## src/rtl/apb_slave_mem_if.sv

```systemverilog
// apb_slave_mem_if: APB completer-side bus bundle.
// Master drives the transfer and the slave answers with ready/slverr.
interface apb_slave_mem_if #(
    parameter int ADDR_WIDTH = 32,
    parameter int DATA_WIDTH = 32
);
    logic                    wr;
    logic                    sel;
    logic                    enable;
    logic [ADDR_WIDTH-1:0]   addr;
    logic [DATA_WIDTH-1:0]   wdata;
    logic [DATA_WIDTH/8-1:0] strb;
    logic [DATA_WIDTH-1:0]   rdata;
    logic                    ready;
    logic                    slverr;

    modport master (
        output wr,
        output sel,
        output enable,
        output addr,
        output wdata,
        output strb,
        input  rdata,
        input  ready,
        input  slverr
    );

    modport slave (
        input  wr,
        input  sel,
        input  enable,
        input  addr,
        input  wdata,
        input  strb,
        output rdata,
        output ready,
        output slverr
    );
endinterface

```

## src/rtl/apb_slave_mem.sv

```systemverilog
// apb_slave_mem: APB slave with a byte-strobed word array,
// fixed wait states and error responses for illegal accesses.
module apb_slave_mem #(
    parameter int ADDR_WIDTH  = 32,
    parameter int DATA_WIDTH  = 32,
    parameter int DEPTH       = 16,
    parameter int WAIT_STATES = 0
) (
    input logic           clk,
    input logic           rst,
    apb_slave_mem_if.slave bus
);
    localparam int BYTES = DATA_WIDTH / 8;
    localparam int OFS   = $clog2(BYTES);
    localparam int IDX   = $clog2(DEPTH);

    localparam logic [ADDR_WIDTH:0] LIMIT =
        (ADDR_WIDTH+1)'(DEPTH * BYTES);

    typedef enum logic {
        IDLE,
        ACCESS
    } state_t;

    state_t state;
    state_t state_nxt;
    logic [3:0] wcnt;
    logic [3:0] wcnt_nxt;

    logic [DATA_WIDTH-1:0] mem [DEPTH];

    logic           setup;
    logic           access;
    logic           busy;
    logic           done;
    logic           misal;
    logic           oor;
    logic           illegal;
    logic           we;
    logic [IDX-1:0] idx;

    assign setup  = bus.sel & ~bus.enable;
    assign access = bus.sel & bus.enable;
    assign busy   = access & (wcnt != 4'd0);
    assign done   = access & (wcnt == 4'd0);

    // Sub-word address bits only exist for data wider than a byte.
    if (OFS > 0) begin : g_misal
        assign misal = |bus.addr[OFS-1:0];
    end else begin : g_nomisal
        assign misal = 1'b0;
    end

    assign oor     = {1'b0, bus.addr} >= LIMIT;
    assign illegal = misal | oor;
    assign idx     = bus.addr[OFS +: IDX];

    assign we = ~rst
              & (state == ACCESS)
              & done
              & bus.wr
              & ~illegal;

    // State and wait counter register.
    always_ff @(posedge clk) begin
        if (rst) begin
            state <= IDLE;
            wcnt  <= 4'd0;
        end else begin
            state <= state_nxt;
            wcnt  <= wcnt_nxt;
        end
    end

    // Next state: setup arms the counter, access drains it.
    always_comb begin
        state_nxt = state;
        wcnt_nxt  = wcnt;
        unique case (state)
            IDLE: begin
                if (setup) begin
                    state_nxt = ACCESS;
                    wcnt_nxt  = 4'(WAIT_STATES);
                end
            end
            ACCESS: begin
                unique case (1'b1)
                    setup: begin
                        state_nxt = ACCESS;
                        wcnt_nxt  = 4'(WAIT_STATES);
                    end
                    busy: begin
                        wcnt_nxt = wcnt - 4'd1;
                    end
                    done: begin
                        state_nxt = IDLE;
                    end
                    default: begin
                        state_nxt = IDLE;
                    end
                endcase
            end
            default: begin
                state_nxt = IDLE;
                wcnt_nxt  = 4'd0;
            end
        endcase
    end

    // Completion outputs; everything is quiet unless ready is high.
    always_comb begin
        bus.ready  = 1'b0;
        bus.slverr = 1'b0;
        bus.rdata  = '0;
        if (!rst) begin
            if (state == IDLE && access) begin
                bus.ready  = 1'b1;
                bus.slverr = 1'b1;
            end else if (state == ACCESS && done) begin
                bus.ready  = 1'b1;
                bus.slverr = illegal;
                if (!bus.wr && !illegal) begin
                    bus.rdata = mem[idx];
                end
            end
        end
    end

    // Word array: cleared on reset, byte lanes written on completion.
    always_ff @(posedge clk) begin
        if (rst) begin
            for (int i = 0; i < DEPTH; i++) begin
                mem[i] <= '0;
            end
        end else if (we) begin
            for (int b = 0; b < BYTES; b++) begin
                if (bus.strb[b]) begin
                    mem[idx][b*8 +: 8] <= bus.wdata[b*8 +: 8];
                end
            end
        end
    end

endmodule

```

## src/flat_wrapper.sv

```systemverilog
// flat-port wrapper written by rule: the top's interface ports become plain ports
module apb_slave_mem_flat 
#(
    parameter int ADDR_WIDTH  = 32,
    parameter int DATA_WIDTH  = 32,
    parameter int DEPTH       = 16,
    parameter int WAIT_STATES = 0
)
  (clk, rst, bus_wr, bus_sel, bus_enable, bus_addr, bus_wdata, bus_strb, bus_rdata, bus_ready, bus_slverr);
  apb_slave_mem_if #(.ADDR_WIDTH(ADDR_WIDTH), .DATA_WIDTH(DATA_WIDTH)) bus_i ();
  input logic clk;
  input logic rst;
  input wire logic [$bits(bus_i.wr)-1:0] bus_wr;
  input wire logic [$bits(bus_i.sel)-1:0] bus_sel;
  input wire logic [$bits(bus_i.enable)-1:0] bus_enable;
  input wire logic [$bits(bus_i.addr)-1:0] bus_addr;
  input wire logic [$bits(bus_i.wdata)-1:0] bus_wdata;
  input wire logic [$bits(bus_i.strb)-1:0] bus_strb;
  output wire logic [$bits(bus_i.rdata)-1:0] bus_rdata;
  output wire logic [$bits(bus_i.ready)-1:0] bus_ready;
  output wire logic [$bits(bus_i.slverr)-1:0] bus_slverr;
  assign bus_i.wr = bus_wr;
  assign bus_i.sel = bus_sel;
  assign bus_i.enable = bus_enable;
  assign bus_i.addr = bus_addr;
  assign bus_i.wdata = bus_wdata;
  assign bus_i.strb = bus_strb;
  assign bus_rdata = bus_i.rdata;
  assign bus_ready = bus_i.ready;
  assign bus_slverr = bus_i.slverr;
  apb_slave_mem #(.ADDR_WIDTH(ADDR_WIDTH), .DATA_WIDTH(DATA_WIDTH), .DEPTH(DEPTH), .WAIT_STATES(WAIT_STATES)) u_core (.clk(clk), .rst(rst), .bus(bus_i));
endmodule
```

## config.mk

```make
export PLATFORM = sky130hd
export DESIGN_NAME = apb_slave_mem_flat
export DESIGN_NICKNAME = d
export VERILOG_FILES = /design/src/rtl/apb_slave_mem_if.sv /design/src/rtl/apb_slave_mem.sv /design/src/flat_wrapper.sv
export SDC_FILE = /design/constraint.sdc
export NUM_CORES = 1
export LEC_CHECK = 0
export CAP_MARGIN = 20
export CORE_ASPECT_RATIO = 1.5
export CORE_MARGIN = 1.5
export CORE_UTILIZATION = 55
export DETAILED_ROUTE_END_ITERATION = 10
export GPL_TIMING_DRIVEN = 0
export PLACE_DENSITY = 0.76
export SETUP_SLACK_MARGIN = 0.5
export SLEW_MARGIN = 20
export SYNTH_ARGS = -nofsm -noshare
export SYNTH_HDL_FRONTEND = slang
export SYNTH_SLANG_ARGS = --single-unit
```

## constraint.sdc

```tcl
create_clock -name clk -period 2.5 [get_ports clk]
set_clock_uncertainty 0.1 [all_clocks]
set_input_delay 0.375 -clock clk [delete_from_list [all_inputs] [get_ports clk]]
set_output_delay 0.375 -clock clk [all_outputs]
set_load 0.005 [all_outputs]
```

==> flow_summary.ini <==
[placement]
port_buffers = 101
dp.cells = 2496
hpwl_um = 58300
dpl_worst_slack_ps = -1960
gp_congestion = 0.954

[min_path]
hp-class = input port to register
hold_start = bus_wdata[9]

[detailed_routing]
dr.pass1.iters = 6
postRouteAntennaNets = 0
first_iter_violations = 3005
vias = 18600
wl_per_cell_um = 31.9
drc = 0
vias_per_cell = 7.08
wirelength_um = 83900

[clocking]
clk_latency_ps = 580
clockRootBuffer = clkbuf_16
cts_made_buffers = 47
htreeDepth = 2
cts.sinks = 517
cts_tree = done
clk_path_buf_depth = 3
path_clk_slew_ps = 70

[logic_synthesis]
avgSynthCellArea_um2 = 13.2
synth.distinct_cells = 38
syn_area_mm2 = 0.0241
syn_nets = 1899
synth_flop_cell = edfxtp_1
yosysTopAreaCell = edfxtp_1
ys_async_sr_fraction = 0
synth_top_cells_by_area = edfxtp_1, mux4_2, nor2_1, nor3_1, nand2_1
synthCells = 1825
yosysWarnings = 0
synth_seq_area_share = 0.642
yosysTopAreaCellShare = 0.638
synth-edff-count = 512
ys_ff_latch = 517

[floorplanning]
die_h_um = 259
core_area_mm2 = 0.0431
rows = 93
initial_utilization = 0.560
die_w_um = 174
io_pins = 107
fp.dieArea_mm2 = 0.0451

[global_routing]
grt_usage = 0.369
antenna_found_initial = 0
grt_first_pass_wirelength_um = 119000
grt_overflow = 0
grt_pass1_vias = 18800
grt_max_degree = 16

[final_layout]
syn2layout_area_growth_pct = 23.5
layout_common_cells = edfxtp_1, nor2_1, nand2_1
drive_gt1_frac = 0.270
layout.nets = 2094
fin_util = 0.691
nFillCells = 2850
antenna_cells = 0
final_common_cell = edfxtp_1
stdcell_count = 2629

[timing]
fin_crit_sh = 1.28
worstMarginPinSlew_ps = 1210
hold_slack_ps = 302
final.setup.worst_slack_ps = -698
max_freq_mhz = 313
setup_violations = 751
slew_headroom = 0.187
post-route-min-period_ps = 3200
slew_violations = 0
finalHoldViolCount = 0
rsz0062_at_grt = true

[critical_path]
rr_startpoint = u_core.wcnt[0]$_SDFFE_PP0P_
critical_path_class = register to primary output
setup.worst_path.start = u_core.wcnt[0]$_SDFFE_PP0P_
critPathCaptureType = primary output
critPathMaxFanout = 5
cp.required_ps = 2030
start_kind = register
cp.arrival_ps = 2720

[pwr]
switching_power_w = 0.00447
leakage_nw = 9.27
pwr-share-comb = 0.091
ir_drop_mv = 0.534
seq_power_share = 0.517
p_sw_frac = 0.234
intPower_w = 0.0146
p_per_area_mw_per_mm2 = 641
clockPowerShare = 0.392

[flow_run]
drv_cap = 0

[run_status]
outcome = complete, but fails checks
violations = setup timing
[flip-flops by register name (all words and copies together) (netlist names)]
| name | flops |
|---|---|
| u_core.mem | 512 |
| u_core.wcnt | 4 |
| u_core.state | 1 |
[per-layer routing]
metal	share of wire	track usage	vias up
met5	0.00050	0	-
met4	0.085	0.280	2
met3	0.11	0.0801	465
met2	0.49	0.622	1722
met1	0.31	0.411	9031
li1	-	-	7385
[cell type report]
cell class | instances | area (um^2) | share of cell area
Inverter | 5 | 18.8 | 0.000630
Clock inverter | 32 | 337 | 0.0113
Timing Repair Buffer | 146 | 1530 | 0.0514
Tap cell | 570 | 713 | 0.0240
Multi-Input combinational cell | 1122 | 9200 | 0.309
Sequential cell | 517 | 15500 | 0.520
Buffer | 181 | 1260 | 0.0424
Clock buffer | 56 | 1230 | 0.0414
[Yosys cell counts, types with 5 or more instances]
master	n
nand2b_1	6
nand2_1	147
nor2_1	278
mux4_2	128
and3_1	6
buf_1	23
a22oi_1	64
nand3_1	92
a21oi_1	38
nor4_2	10
buf_2	22
dfxtp_1	5
o21bai_1	56
nor3_1	192
a31o_2	8
inv_1	5
nor2b_1	7
nor4_1	57
clkbuf_1	135
edfxtp_1	512
nand4_1	8
[path summary, 6_finish.rpt]
kind         cells past startpoint  slack [ps]                               to
max                             10        -700                     bus_rdata[6]
min                              3         300   u_core.mem[5][9]$_SDFFCE_PN0P_
max reg2reg                      9        -300  u_core.mem[4][21]$_SDFFCE_PN0P_
min reg2reg                      2         430      u_core.wcnt[2]$_SDFFE_PP0P_
[metrics by stage]
stage,TNS [ps],area (um^2),total power [W]
3_3_place_gp,-777630,27100,0.0115
2_1_floorplan,0,25400,0.0110
4_1_cts,-116740,29400,0.0189
6_report,-124280,29800,0.0191
5_1_grt,-136830,29800,0.0194
3_5_place_dp,-823020,27200,0.0116
[cell families (layout without fill, tap and decap cells)]
kind of cell | count (synthesis) | count (layout) | share of synthesized area
AOI/OAI and AO/OA | 172 | 172 | 0.0496
adders and majority gates | 1 | 1 | 0.000519
buffers and inverters | 186 | 420 | 0.0304
DFF | 517 | 517 | 0.642
muxes | 128 | 128 | 0.120
and+or+nand+nor | 821 | 821 | 0.158
[timing repair]
item	CTS	global route
hold buffers	0	0
setup endpoints to repair	1062	1062
gates resized for setup	233	44
pin swaps	13	22
buffers inserted	26	16
cloned	2	1
[worst max-delay path, stage by stage (launching register included)]
cell and delay [ps]:
dfxtp_2 330, inv_2 60, ha_4 120, or3b_4 400, nor3_4 230, nand4_1 190
buf_6 190, buf_6 130, clkbuf_16 170, a21oi_4 170, buf_2 150
[power by group through the flow]
stage / logic (W) / registers (W) / clock network, W
2_1_floorplan: 0.000949 / 0.0100 / 0
3_3_place_gp: 0.00150 / 0.0100 / 0
3_5_place_dp: 0.00154 / 0.0101 / 0
4_1_cts: 0.00161 / 0.00987 / 0.00740
5_1_grt: 0.00177 / 0.00988 / 0.00771
6_report: 0.00173 / 0.00987 / 0.00748
Power figures use the tool's default switching activity.
